**config.mk**
```make
export PLATFORM = sky130hd
export DESIGN_NAME = roll_controller
export DESIGN_NICKNAME = d
export VERILOG_FILES = /design/src/rtl/roll_controller.sv
export SDC_FILE = /design/constraint.sdc
export NUM_CORES = 1
export LEC_CHECK = 0
export ABC_AREA = 0
export CAP_MARGIN = 20
export CORE_AREA = 2 2 86 88
export DETAILED_ROUTE_END_ITERATION = 6
export DIE_AREA = 0 0 88 90
export PLACE_DENSITY_LB_ADDON = 0.15
export SYNTH_ARGS = -nofsm -noshare
export SYNTH_HDL_FRONTEND = slang
export SYNTH_SLANG_ARGS = --single-unit
```
**constraint.sdc**
```tcl
create_clock -name clk -period 4.4 [get_ports clk]
set_input_delay 0.88 -clock clk [delete_from_list [all_inputs] [get_ports clk]]
set_output_delay 0.88 -clock clk [all_outputs]
set_load 0.05 [all_outputs]
```
**src/rtl/roll_controller.sv**
```systemverilog
// roll_controller: two-die roll sequencer fed by synchronized, debounced push-buttons.
// Defining ROUND_CNT_EN adds a 4-bit "rounds" output that counts entries into SUM.
module roll_controller #(
    parameter int unsigned DEBOUNCE_CYCLES = 16,
    parameter int unsigned ROLL_CYCLES     = 64
) (
    input  logic       clk,
    input  logic       rst,
    input  logic [2:0] btn,
    input  logic [4:0] rand1,
    input  logic [4:0] rand2,
    output logic       en1,
    output logic       en2,
    output logic [5:0] led,
    output logic       busy,
`ifdef ROUND_CNT_EN
    output logic [3:0] rounds,
`endif
    output logic [2:0] dbg_state_o
);

    localparam logic [2:0] ST_IDLE   = 3'd0;
    localparam logic [2:0] ST_ROLL_A = 3'd1;
    localparam logic [2:0] ST_SHOW_A = 3'd2;
    localparam logic [2:0] ST_ROLL_B = 3'd3;
    localparam logic [2:0] ST_SHOW_B = 3'd4;
    localparam logic [2:0] ST_SUM    = 3'd5;

    localparam logic [15:0] DB_LAST   = 16'(DEBOUNCE_CYCLES - 1);
    localparam logic [7:0]  ROLL_LOAD = 8'(ROLL_CYCLES);

    logic [2:0]  sync1_q, sync2_q;
    logic [2:0]  db_lvl_q, db_lvl_d, db_prev_q;
    logic [15:0] db_cnt_q [3];
    logic [15:0] db_cnt_d [3];
    logic [2:0]  press, ev;

    logic [2:0]  state_q, state_d;
    logic [7:0]  cnt_q, cnt_d;
    logic [4:0]  a_q, a_d, b_q, b_d;
    logic [5:0]  led_q, led_d;
    logic        en1_q, en1_d, en2_q, en2_d;

    always_ff @(posedge clk or negedge rst) begin
        if (!rst) begin
            sync1_q   <= '0;
            sync2_q   <= '0;
            db_lvl_q  <= '0;
            db_prev_q <= '0;
            for (int i = 0; i < 3; i++) db_cnt_q[i] <= '0;
        end else begin
            sync1_q   <= btn;
            sync2_q   <= sync1_q;
            db_lvl_q  <= db_lvl_d;
            db_prev_q <= db_lvl_q;
            for (int i = 0; i < 3; i++) db_cnt_q[i] <= db_cnt_d[i];
        end
    end

    // A level is accepted after DEBOUNCE_CYCLES consecutive samples that differ from it.
    always_comb begin
        db_lvl_d = db_lvl_q;
        for (int i = 0; i < 3; i++) begin
            db_cnt_d[i] = '0;
            if (sync2_q[i] != db_lvl_q[i]) begin
                if (db_cnt_q[i] == DB_LAST) db_lvl_d[i] = sync2_q[i];
                else                        db_cnt_d[i] = db_cnt_q[i] + 16'd1;
            end
        end
    end

    assign press = db_lvl_q & ~db_prev_q;
    assign ev    = (press == 3'b001 || press == 3'b010 || press == 3'b100) ? press : 3'b000;

    always_comb begin
        state_d = state_q;
        cnt_d   = cnt_q;
        a_d     = a_q;
        b_d     = b_q;
        case (state_q)
            ST_ROLL_A: begin
                if (cnt_q == 8'd1) begin
                    a_d     = rand1;
                    cnt_d   = '0;
                    state_d = ST_SHOW_A;
                end else begin
                    cnt_d = cnt_q - 8'd1;
                end
            end
            ST_ROLL_B: begin
                if (cnt_q == 8'd1) begin
                    b_d     = rand2;
                    cnt_d   = '0;
                    state_d = ST_SHOW_B;
                end else begin
                    cnt_d = cnt_q - 8'd1;
                end
            end
            default: begin
                if (ev[0]) begin
                    state_d = ST_ROLL_A;
                    a_d     = '0;
                    b_d     = '0;
                    cnt_d   = ROLL_LOAD;
                end else if (ev[1] && (state_q == ST_SHOW_A || state_q == ST_SHOW_B)) begin
                    state_d = ST_ROLL_B;
                    b_d     = '0;
                    cnt_d   = ROLL_LOAD;
                end else if (ev[2] && state_q == ST_SHOW_B) begin
                    state_d = ST_SUM;
                end
            end
        endcase
        en1_d = (state_d == ST_ROLL_A);
        en2_d = (state_d == ST_ROLL_B);
    end

    // The display follows the state register, so it trails each transition by one cycle.
    always_comb begin
        case (state_q)
            ST_SHOW_A: led_d = {1'b0, a_q};
            ST_SHOW_B: led_d = {1'b0, b_q};
            ST_SUM:    led_d = {1'b0, a_q} + {1'b0, b_q};
            default:   led_d = '0;
        endcase
    end

    always_ff @(posedge clk or negedge rst) begin
        if (!rst) begin
            state_q <= ST_IDLE;
            cnt_q   <= '0;
            a_q     <= '0;
            b_q     <= '0;
            led_q   <= '0;
            en1_q   <= 1'b0;
            en2_q   <= 1'b0;
        end else begin
            state_q <= state_d;
            cnt_q   <= cnt_d;
            a_q     <= a_d;
            b_q     <= b_d;
            led_q   <= led_d;
            en1_q   <= en1_d;
            en2_q   <= en2_d;
        end
    end

`ifdef ROUND_CNT_EN
    logic [3:0] rounds_q;

    always_ff @(posedge clk or negedge rst) begin
        if (!rst)                                         rounds_q <= '0;
        else if (state_d == ST_SUM && state_q != ST_SUM)  rounds_q <= rounds_q + 4'd1;
    end

    assign rounds = rounds_q;
`endif

    assign en1         = en1_q;
    assign en2         = en2_q;
    assign led         = led_q;
    assign busy        = (state_q == ST_ROLL_A) || (state_q == ST_ROLL_B);
    assign dbg_state_o = state_q;

endmodule

```
==> reports/metrics.yaml, run 1 <==
floorplanning:
  initial_utilization_pct: 60.7
  die_height_um: 90
  design.core.area_sq_um: 7020
  die_w_um: 88
  fp.dieArea_sq_um: 7920
  rows: 31
  pin_count: 27
worst_hold_path:
  min_path_cells: 0
  hold_class: "flop to flop"
timing:
  fmax_ghz: 0.294
  hold_viol: 0
  setup_violations: 0
  finalCritPeriodShare_pct: 77.2
  skew_ns: 0.0116
  finalCriticalPeriod_ns: 3.40
  fin_setup_tns_ns: 0
  drv_slew: 0
  worst_pin_slew_ns: 0.615
  relSlewSlack_pct: 58.5
  hold_slack_ns: 0.355
  fin_ws_ns: 1.00
  rsz0062_at_grt: "no"
clocking:
  cts_buffers: 9
  tritoncts: "built"
  path_clk_slew_ns: 0.09
  cts_sinks: 89
  hold_buffers: 0
  cts_root_buf: "clkbuf_8"
  clockBufferDepth: 2
  cts_max_level: 3
  cts_resized: 0
  clk_latency_ns: 0.37
  postCtsSetupRepairBufs: 0
setup_path:
  rrSetupSlack_ns: 2.41
  critPathLaunchType: "flop"
  arrival_ns: 2.52
  r2r_cells: 5
  cp.required_ns: 3.52
  crit_fanout: 17
  endpoint_kind: "primary output"
  critPathKind: "flop to primary output"
global_route:
  grt_max_degree: 90
  grt_pass1_wl_um: 13500
  global_route.usage.total_pct: 21.5
  antenna_found_initial: 0
  grt_pass1_vias: 3095
  grt_overflow: 0
placement:
  place_ws_ns: 1.41
  portBuffers: 26
  dp.cells: 543
  placed_area_sq_um: 4590
  gp_congestion: 0.870
  dp_hpwl_um: 5180
synth:
  synth_area_sq_um: 4260
  ys_seq_area_share_pct: 52.3
  synth_area_leaders: "dfrtp_1 (52%), xor2_1 (5.3%), nor2_1 (5.3%)"
  ys_types: 50
  yosysWarnings: 0
  synth_edf_count: 0
  synth_async_sr_flop_share_pct: 100
  postSynthCellCount: 427
  netlist.area_leader.share_pct: 52.3
  syn-num-nets: 453
  avgSynthCellArea_sq_um: 9.97
  yosys.area.top_type: "dfrtp_1"
  synthFlopType: "dfrtp_1"
  ys_ff_latch: 89
pwr:
  ir_drop_uv: 272
  cellPowerDensity_nw_per_um2: 362
  power.total_mw: 1.76
  p_leak_nw: 2.11
route:
  vias: 3103
  wirelength_um: 7630
  drt_iter0_markers: 285
  vias_per_cell: 5.54
  first_pass_iters: 7
  highest_layer: "met4"
  m1WireLength_um: 3600
  wl_met3_um: 294
  wl_per_cell_um: 13.6
  antenna_left: 0
  drc: 0
  wl_met2_um: 3640
layout:
  layout.nets: 482
  area_growth_pct: 14.1
  fin_util_pct: 69.2
  layout-drive-gt1-share_pct: 6.94
  final_area_sq_um: 4860
  register_area_sq_um: 2230
  multi_input_area_sq_um: 1940
  diodes: 0
  fillCellCount: 538
  stdcell_count: 560
job:
  maxCapViolCount: 0
outcome:
  status: "finished clean"
==> critical path, stage by stage (launching register included) <==
cell	delay (ns)
dfrtp_1	0.72
nand2_1	0.31
inv_1	0.27
clkdlybuf4s50_1	0.85
==> metal layers <==
layer,vias up,global-route usage (%)
met4,0,7.18
met3,9,6.43
met2,57,34.5
li1,1537,-
met5,-,0
met1,1500,27.8
==> logic make-up (layout without fill, tap and decap cells) <==
group                      Yosys count  in the layout  share of synthesized area (%)
muxes                                8              8                           1.97
adders and majority gates           11             11                           3.41
xor gates and xnor gates            47             47                           9.67
DFF                                 89             89                           52.3
and+or+nand+nor                    193            193                           22.2
buffers and inverters               21             55                           2.26
AOI/OAI and AO/OA                   58             58                           8.23
==> Yosys cell counts, types with 2 or more instances <==
| cell | number |
|---|---|
| xor2_1 | 26 |
| buf_6 | 2 |
| or2_2 | 2 |
| inv_1 | 12 |
| mux2i_1 | 5 |
| nor2_1 | 60 |
| a31oi_1 | 8 |
| clkbuf_1 | 5 |
| nor3_1 | 8 |
| nand3_1 | 24 |
| a21oi_1 | 10 |
| or3_1 | 2 |
| nand2_1 | 44 |
| nand4_1 | 8 |
| mux2_2 | 3 |
| o22ai_1 | 2 |
| buf_2 | 2 |
| o21ai_0 | 24 |
| nor4_1 | 12 |
| xnor2_1 | 21 |
| nand2b_1 | 7 |
| a21o_1 | 3 |
| and3_1 | 7 |
| dfrtp_1 | 89 |
| nor2b_1 | 3 |
| or3_2 | 2 |
| ha_1 | 10 |
| and4_1 | 4 |
==> registers in the layout, indices dropped and copies added, names as in the netlist <==
| name | flops |
|---|---|
| b_q | 5 |
| sync1_q | 3 |
| db_lvl_q | 3 |
| dbg_state_o | 3 |
| a_q | 5 |
| db_prev_q | 3 |
| db_cnt_q | 48 |
| led | 6 |
| en1 | 1 |
| en2 | 1 |
| sync2_q | 3 |
| cnt_q | 8 |
==> report_power, final <==
group | internal (mW) | leakage (nW) | total [mW] | switching, mW
Sequential | 0.853 | 1.17 | 0.889 | 0.0354
Clock | 0.378 | 0.124 | 0.667 | 0.289
Combinational | 0.0838 | 0.818 | 0.204 | 0.120
Total | 1.31 | 2.11 | 1.76 | 0.444
==> final cells by class <==
cell class / count / area share [%]
timing repair buffer: 27 / 5.87
clock inverter: 7 / 2.42
tap: 99 / 2.55
multi-input combinational: 317 / 39.8
clock buffer: 9 / 2.55
inverter: 12 / 0.927
sequential: 89 / 45.8
==> worst paths after layout <==
path                                               start                endpoint
worst max-delay path            dbg_state_o[0]$_DFF_PN0_                    busy
worst min-delay path                sync1_q[0]$_DFF_PN0_    sync2_q[0]$_DFF_PN0_
worst max register to register  dbg_state_o[0]$_DFF_PN0_    cnt_q[5]$_DFFE_PN0P_
worst min register to register      sync1_q[0]$_DFF_PN0_    sync2_q[0]$_DFF_PN0_
max in group asynchronous                            rst    cnt_q[5]$_DFFE_PN0P_
min in group asynchronous                            rst  db_cnt_q[11]$_DFF_PN0_
==> cell usage in the layout, fill, tap and decap left out, types with 2 or more instances in the layout <==
cell type        count
o21ai_0             24
mux2i_1              5
xor2_1              26
clkbuf_8             9
or2_2                2
ha_1                10
nand2_1             44
nand3_1             24
nor3_1               8
mux2_2               3
nand2b_1             7
bufinv_16            3
or3_1                2
nor2_1              60
a21oi_1             10
clkdlybuf4s50_1     25
nor4_1              12
and4_1               4
dfrtp_1             89
inv_1               12
nor2b_1              3
or3_2                2
o22ai_1              2
a21o_1               3
xnor2_1             21
a31oi_1              8
clkinv_2             2
and3_1               7
nand4_1              8
Note: power is estimated with default switching activity, not from simulation.
==> run 2, diff against run 1 <==
Settings changed: CORE_AREA 2 2 86 88 to 2 2 88 90, DIE_AREA 0 0 88 90 to 0 0 90 92.
Clock period 4.4 ns to 3.15 ns, I/O delays scaled along.
==> run 2 against run 1 <==
Against the previous run: utilization is 4.3 points lower; clock skew is 0.00066 ns lower; critical endpoint unchanged; sequential cell count stayed put; register-to-register slack lost 1.3 ns.
==> reports/metrics.yaml, run 2 (synthesis gave the netlist of run 1 again) <==
clocking:
  cts_root_buf: "clkbuf_8"
  cts_sinks: 89
  hold_buffers: 0
  clk_latency_ns: 0.35
  path_clk_slew_ns: 0.09
  postCtsSetupRepairBufs: 0
  cts_resized: 0
  tritoncts: "built"
  clockBufferDepth: 2
  cts_max_level: 3
  cts_buffers: 9
global_route:
  grt_max_degree: 90
  grt_overflow: 0
  top_usage_layer: "met2"
  antenna_found_initial: 0
  grt_pass1_vias: 3010
  global_route.usage.total_pct: 20.6
  use_met2_pct: 32.5
  grt_pass1_wl_um: 13900
  use_met1_pct: 27.9
  grt_util_met3_pct: 3.37
pwr:
  p_leak_nw: 2.09
  ir_drop_uv: 266
  power.total_mw: 2.32
  cellPowerDensity_nw_per_um2: 480
floorplanning:
  rows: 32
  die_w_um: 90
  initial_utilization_pct: 57.2
  die_height_um: 92
  fp.dieArea_sq_um: 8280
  pin_count: 27
  design.core.area_sq_um: 7450
setup_path:
  crit_fanout: 11
  arrival_ns: 2.17
  r2r_end: "b_q[0]$_DFFE_PN0P_"
  cp.required_ns: 2.52
  critPathKind: "flop to primary output"
  reg2reg_from: "dbg_state_o[1]$_DFF_PN0_"
  rrSetupSlack_ns: 1.14
  r2r_cells: 5
  critPathLaunchType: "flop"
  endpoint_kind: "primary output"
  crit_start: "dbg_state_o[2]$_DFF_PN0_"
  crit_end: "busy"
layout:
  fillCellCount: 643
  register_area_sq_um: 2230
  area_growth_pct: 13.5
  layout-drive-gt1-share_pct: 6.93
  layout.nets: 483
  regMostFlops: "db_cnt_q"
  largest_reg_flops: 48
  final_common_cell: "dfrtp_1"
  mostFrequentLayoutCells: "dfrtp_1 (89), nor2_1 (60), nand2_1 (44)"
  multi_input_area_sq_um: 1940
  diodes: 0
timing:
  rsz0062_at_grt: "no"
  hold_slack_ns: 0.204
  relSlewSlack_pct: 52.1
  setup_violations: 0
  finalCriticalPeriod_ns: 2.80
  worst_pin_slew_ns: 0.711
  skew_ns: 0.0109
  drv_slew: 0
  fmax_ghz: 0.357
  fin_setup_tns_ns: 0
  finalCritPeriodShare_pct: 88.9
  hold_viol: 0
route:
  wl_per_cell_um: 13.9
  vias_per_cell: 5.52
  first_pass_iters: 6
  wirelength_um: 7820
  drc: 0
  antenna_left: 0
  drt_iter0_markers: 161
  vias: 3111
placement:
  portBuffers: 26
  dp_hpwl_um: 5310
  gp_congestion: 0.809
job:
  maxCapViolCount: 0
outcome:
  status: "finished clean"
worst_hold_path:
  hold_class: "input pin to asynchronous set/reset pin"
-- run 2: cell count changes in the layout (fill, tap and decap cells not counted), sizes merged --
cell	previous run	this run
buf	2	3
bufinv	3	1
clkbuf	9	11
clkinv	3	1
clkinvlp	0	2
-- run 2: cell type report --
type,count,share of cell area [%]
Tap cell,102,2.64
Multi-Input combinational cell,317,40.1
Sequential cell,89,46.1
Clock buffer,11,2.93
Clock inverter,5,1.29
Timing Repair Buffer,28,6.06
Inverter,12,0.932
-- run 2: worst max-delay path, cell delays in order (launching register included) --
cell and delay [ns]:
dfrtp_1 0.49, inv_1 0.12, nand2_1 0.17, inv_1 0.22, clkdlybuf4s50_1 0.84
-- run 2: per-stage QoR --
stage                     cells  setup slack [ns]  utilization [%]  area (sq um)
after detailed placement    547             0.736             61.8          4600
after global routing        564             0.197             64.9          4830
after global placement      547             0.780             61.8          4600
after CTS                   563             0.344             64.5          4800
after floorplan             427              1.01                -          4260
final                       564             0.348             64.9          4830
-- run 2: layer usage --
layer | up-vias | wire length, um | part of all wire [%]
li1 | 1538 | - | -
met3 | 16 | 266 | 3.4
met1 | 1489 | 3640 | 47
met5 | - | 0 | 0
met4 | 0 | 173 | 2.2
met2 | 68 | 3740 | 48
-- run 2: worst min-delay path by stage --
stage	endpoint	depth (start not counted)
after CTS	sync2_q[1]$_DFF_PN0_	0
after floorplan	a_q[0]$_DFFE_PN0P_	0
after detailed placement	sync2_q[1]$_DFF_PN0_	0
after global placement	sync2_q[0]$_DFF_PN0_	0
after global routing	db_cnt_q[9]$_DFF_PN0_	1
final	db_cnt_q[7]$_DFF_PN0_	1
-- run 2: where the power goes --
part	switching (mW)	internal, mW	leakage (nW)
registers	0.0499	1.19	1.17
logic	0.169	0.117	0.823
clock network	0.401	0.393	0.0962
